$ cat src/rtl/irq_pending_ctrl.sv
// Interrupt-request front end: synchronises N raw request lines, latches rising
// edges into per-source pending bits, masks them, and presents the lowest-index
// candidate through a valid/ack handshake. Ack clears the presented pending bit.
module irq_pending_ctrl #(
  parameter int unsigned N      = 8,
  parameter int unsigned CODE_W = 3
) (
  input  logic              clk,
  input  logic              rst_n,
  input  logic [N-1:0]      irq_in,
  input  logic [N-1:0]      mask,
  input  logic              irq_ack,
  output logic              irq_valid,
  output logic [CODE_W-1:0] irq_code,
  output logic [N-1:0]      pending,
  output logic              dropped
);

  localparam logic StIdle    = 1'b0;
  localparam logic StPresent = 1'b1;

  logic [N-1:0]      s1_q, s2_q, s3_q;
  logic [N-1:0]      pending_q, pending_d;
  logic              dropped_q, dropped_d;
  logic              state_q, state_d;
  logic [CODE_W-1:0] code_q, code_d;

  logic [N-1:0]      rise;
  logic [N-1:0]      clr;
  logic [N-1:0]      cand;
  logic              cand_any;
  logic [CODE_W-1:0] cand_idx;

  // Two-flop synchroniser plus one history stage for edge detection.
  always_ff @(posedge clk or negedge rst_n) begin
    if (!rst_n) begin
      s1_q <= '0;
      s2_q <= '0;
      s3_q <= '0;
    end else begin
      s1_q <= irq_in;
      s2_q <= s1_q;
      s3_q <= s2_q;
    end
  end

  // Edge detect, ack-driven clear and the pending/dropped next state; set wins over clear.
  always_comb begin
    rise      = s2_q & ~s3_q;
    clr       = '0;
    if (state_q == StPresent && irq_ack) begin
      clr[code_q] = 1'b1;
    end
    pending_d = (pending_q & ~clr) | rise;
    dropped_d = |(rise & pending_q & ~clr);
  end

  // Priority pick over unmasked pending bits: lowest index wins.
  always_comb begin
    cand     = pending_q & ~mask;
    cand_any = |cand;
    cand_idx = '0;
    for (int i = N - 1; i >= 0; i--) begin
      if (cand[i]) begin
        cand_idx = CODE_W'(i);
      end
    end
  end

  // Handshake FSM: the code is captured on grant and frozen until ack.
  always_comb begin
    state_d = state_q;
    code_d  = code_q;
    unique case (state_q)
      StIdle: begin
        if (cand_any) begin
          code_d  = cand_idx;
          state_d = StPresent;
        end
      end
      StPresent: begin
        if (irq_ack) begin
          state_d = StIdle;
        end
      end
      default: state_d = StIdle;
    endcase
  end

  // State, code, pending and dropped registers.
  always_ff @(posedge clk or negedge rst_n) begin
    if (!rst_n) begin
      state_q   <= StIdle;
      code_q    <= '0;
      pending_q <= '0;
      dropped_q <= 1'b0;
    end else begin
      state_q   <= state_d;
      code_q    <= code_d;
      pending_q <= pending_d;
      dropped_q <= dropped_d;
    end
  end

  assign irq_valid = (state_q == StPresent);
  assign irq_code  = code_q;
  assign pending   = pending_q;
  assign dropped   = dropped_q;

endmodule

$ cat config.mk
export PLATFORM = sky130hd
export DESIGN_NAME = irq_pending_ctrl
export DESIGN_NICKNAME = d
export VERILOG_FILES = /design/src/rtl/irq_pending_ctrl.sv
export SDC_FILE = /design/constraint.sdc
export NUM_CORES = 1
export LEC_CHECK = 0
export CORE_MARGIN = 8
export CORE_UTILIZATION = 44
export CTS_CLUSTER_DIAMETER = 120
export DETAILED_ROUTE_END_ITERATION = 12
export GPL_TIMING_DRIVEN = 0
export HOLD_SLACK_MARGIN = 0.08
export PLACE_DENSITY = 0.74
export SYNTH_ARGS = -nofsm -noshare
export SYNTH_HDL_FRONTEND = slang
export SYNTH_SLANG_ARGS = --single-unit
$ cat constraint.sdc
create_clock -name clk -period 1.5 [get_ports clk]
set_clock_uncertainty 0.2 [all_clocks]
set_input_delay 0.3 -clock clk [delete_from_list [all_inputs] [get_ports clk]]
set_output_delay 0.3 -clock clk [all_outputs]
set_load 0.05 [all_outputs]
==> metrics.csv <==
metric,value,unit
via_count,1103,
io_pins,32,
cts-root-buf,clkbuf_4,
die_y,72.54,µm
track_usage,14.10,%
async_flop_share,100.0,%
status,"complete, but fails checks",
hold_ws,0.1559,ns
hold_viol_final,0,
cts-buffers-inserted,5,
firstDrtPassIters,4,
r2r_end,irq_valid,
clock-sinks,37,
cp-start-kind,flop,
maxCapViolCount,0,
antenna_cells,0,
cp_top_family,simple AND/OR/NAND/NOR gates,
yosysUniqueCellTypes,35,
start_util,46.07,%
antenna_left,0,
period_share,111.2,%
path_class,flop to flop,
hold_path_depth,0,
synth-seq-cells,37,
layout-drive-gt1-share,43.27,%
dpl.hpwl,2226,µm
power_density,1863,mW/mm²
worstPathBufferInverterCount,1,
crit_arrival,1.71,ns
r2r_cells,5,
ys_warn_count,0,
fp.dieW,72.54,µm
synthCells,112,
worst_pin_slew,0.7710,ns
die_area,0.005261,mm²
clock_latency,0.34,ns
slew_viol_final,0,
yosys.area.top_type,dfrtp_1,
wl,3444,µm
slew_headroom,48.60,%
cts_buffer_depth,2,
design.core.area,0.003053,mm²
dpl.cell_count,187,
hold_start,s1_q[6],
synth_area_leaders,"dfrtp_1 (66%), nor2b_1 (4.0%), nand2b_1 (2.7%)",
synth_edf_count,0,
cts_tree,built,
p_leak,0.9430,nW
netlist_area,0.001406,mm²
via_per_inst,5.130,
grt_pass1_wl,5589,µm
grt_pass1_vias,1213,
r2r_slack,-0.17,ns
critical_path_peak_fanout,2,
rr_startpoint,pending[6],
violations,negative setup slack,
grt_max_degree,38,
n_fill_cell,228,
post_drt_wl_per_cell,16.02,µm
ys_top_cells_by_count,"dfrtp_1 (37), nor2b_1 (9), inv_1 (8), nand2b_1 (6), o21ai_0 (6)",
row_count,20,
ys_seq_area_share,65.84,%
clkSlewWorstSetupHoldPaths,0.11,ns
synth.top_cell.area_share,65.84,%
use_met3,5.234,%
crit_start,pending[6],
finalSetupViolations,8,
crit_slowest_cell,dfrtp_2,
ys.flop_type,dfrtp_1,
htreeDepth,2,
port-buffer-count,31,
end_kind,flop,
hold_class,flop to flop,
path_cells,nor2b_4 -> nor4_4 -> a31oi_2 -> buf_4 -> a21o_2,
grtUsageMet2,23.46,%
busiest_layer,met2,
multi_input_area,530.5,µm²
slowest_delay,0.42,ns
utilization,69.10,%
synth.most_common_cell,dfrtp_1,
area_growth,50.00,%
fin_tns_setup,-0.6678,ns
drc,0,
ir_drop,739.1,µV
min_period,1.668,ns
final_nets,190,
instances_no_fill,215,
first_iter_violations,44,
grt_antenna_before_repair,0,
grt_util_met1,14.41,%
regArea,939.7,µm²
gp_congestion,0.8034,
synth_nets,131,
max_freq,599.4,MHz
rsz0062_at_grt,true,
avgSynthCellArea,12.56,µm²
worst_hold_path.endpoint,s2_q[6],
worst_ep_required_time,1.54,ns
timing.final.ws_setup,-0.1684,ns
grt_overflow,0,
[kinds of logic after synthesis]
family	after synthesis	share of synthesized area (%)
AOI/OAI and AO/OA	26	13.79
DFF	37	65.84
and+or+nand+nor	38	16.81
muxes	1	0.8007
buffers and inverters	10	2.757
[layout make-up]
class,count,area share (%)
Timing Repair Buffer,52,22.78
Multi-Input combinational cell,65,25.15
Clock inverter,1,0.3559
Buffer,1,0.5338
Inverter,9,1.601
Sequential cell,37,44.54
Tap cell,44,2.610
Clock buffer,6,2.432
[placed cells by master (no fill, tap or decap), types with 4 or more instances in the layout]
cell / netlist / routed
nand2_1: 4 / 4
clkdlybuf4s50_1: 0 / 15
nand2b_1: 6 / 4
dfrtp_1: 37 / 26
buf_4: 0 / 20
buf_6: 0 / 11
inv_1: 8 / 8
dfrtp_2: 0 / 11
clkbuf_4: 0 / 5
o21ai_0: 6 / 6
nor2b_4: 0 / 4
[routing by layer]
metal	wire, µm	vias up
met5	0	-
met1	1292	536
met2	1764	40
met3	290	8
li1	-	519
met4	95	0
[worst max path at each step]
stage                  end  slack [ns]  cells past startpoint
2_1_floorplan  irq_code[0]       -0.24                      4
3_3_place_gp    pending[1]       -0.92                      1
3_5_place_dp   irq_code[0]       -0.59                      5
4_1_cts          irq_valid       -0.17                      5
5_1_grt          irq_valid       -0.21                      5
6_report         irq_valid       -0.17                      5
[power by group]
group          switching (mW)  leakage [nW]  total, mW  internal, mW
Sequential              0.209         0.404       1.40          1.19
Clock                   0.305        0.0303      0.525         0.219
Combinational            1.07         0.508       2.01         0.933
Total                    1.59         0.943       3.93          2.34
[flip-flops by register name, summed over array words and instances, names as in the netlist]
register,cells
dropped,1
irq_code,3
irq_valid,1
pending,8
s1_q,8
s2_q,8
s3_q,8
[through the flow]
step                setup WS [ns]  total power [mW]  instance area (µm²)
floorplan                 -0.2372             2.341                 1451
global placement          -0.9155             2.815                 1817
detailed placement        -0.5948             2.873                 1812
CTS                       -0.1669             3.765                 2031
global route              -0.2092             4.125                 2110
finish                    -0.1684             3.930                 2110
[what timing repair did]
| action | 4_1_cts | 5_1_grt |
|---|---|---|
| endpoints found under the hold margin | 37 | 0 |
| setup buffers | 15 | 5 |
| pin swaps | 6 | 4 |
| setup endpoints to repair | 19 | 16 |
| resized for setup | 94 | 11 |
| hold buffers | 1 | 0 |
Note: power is estimated with default switching activity, not from simulation.
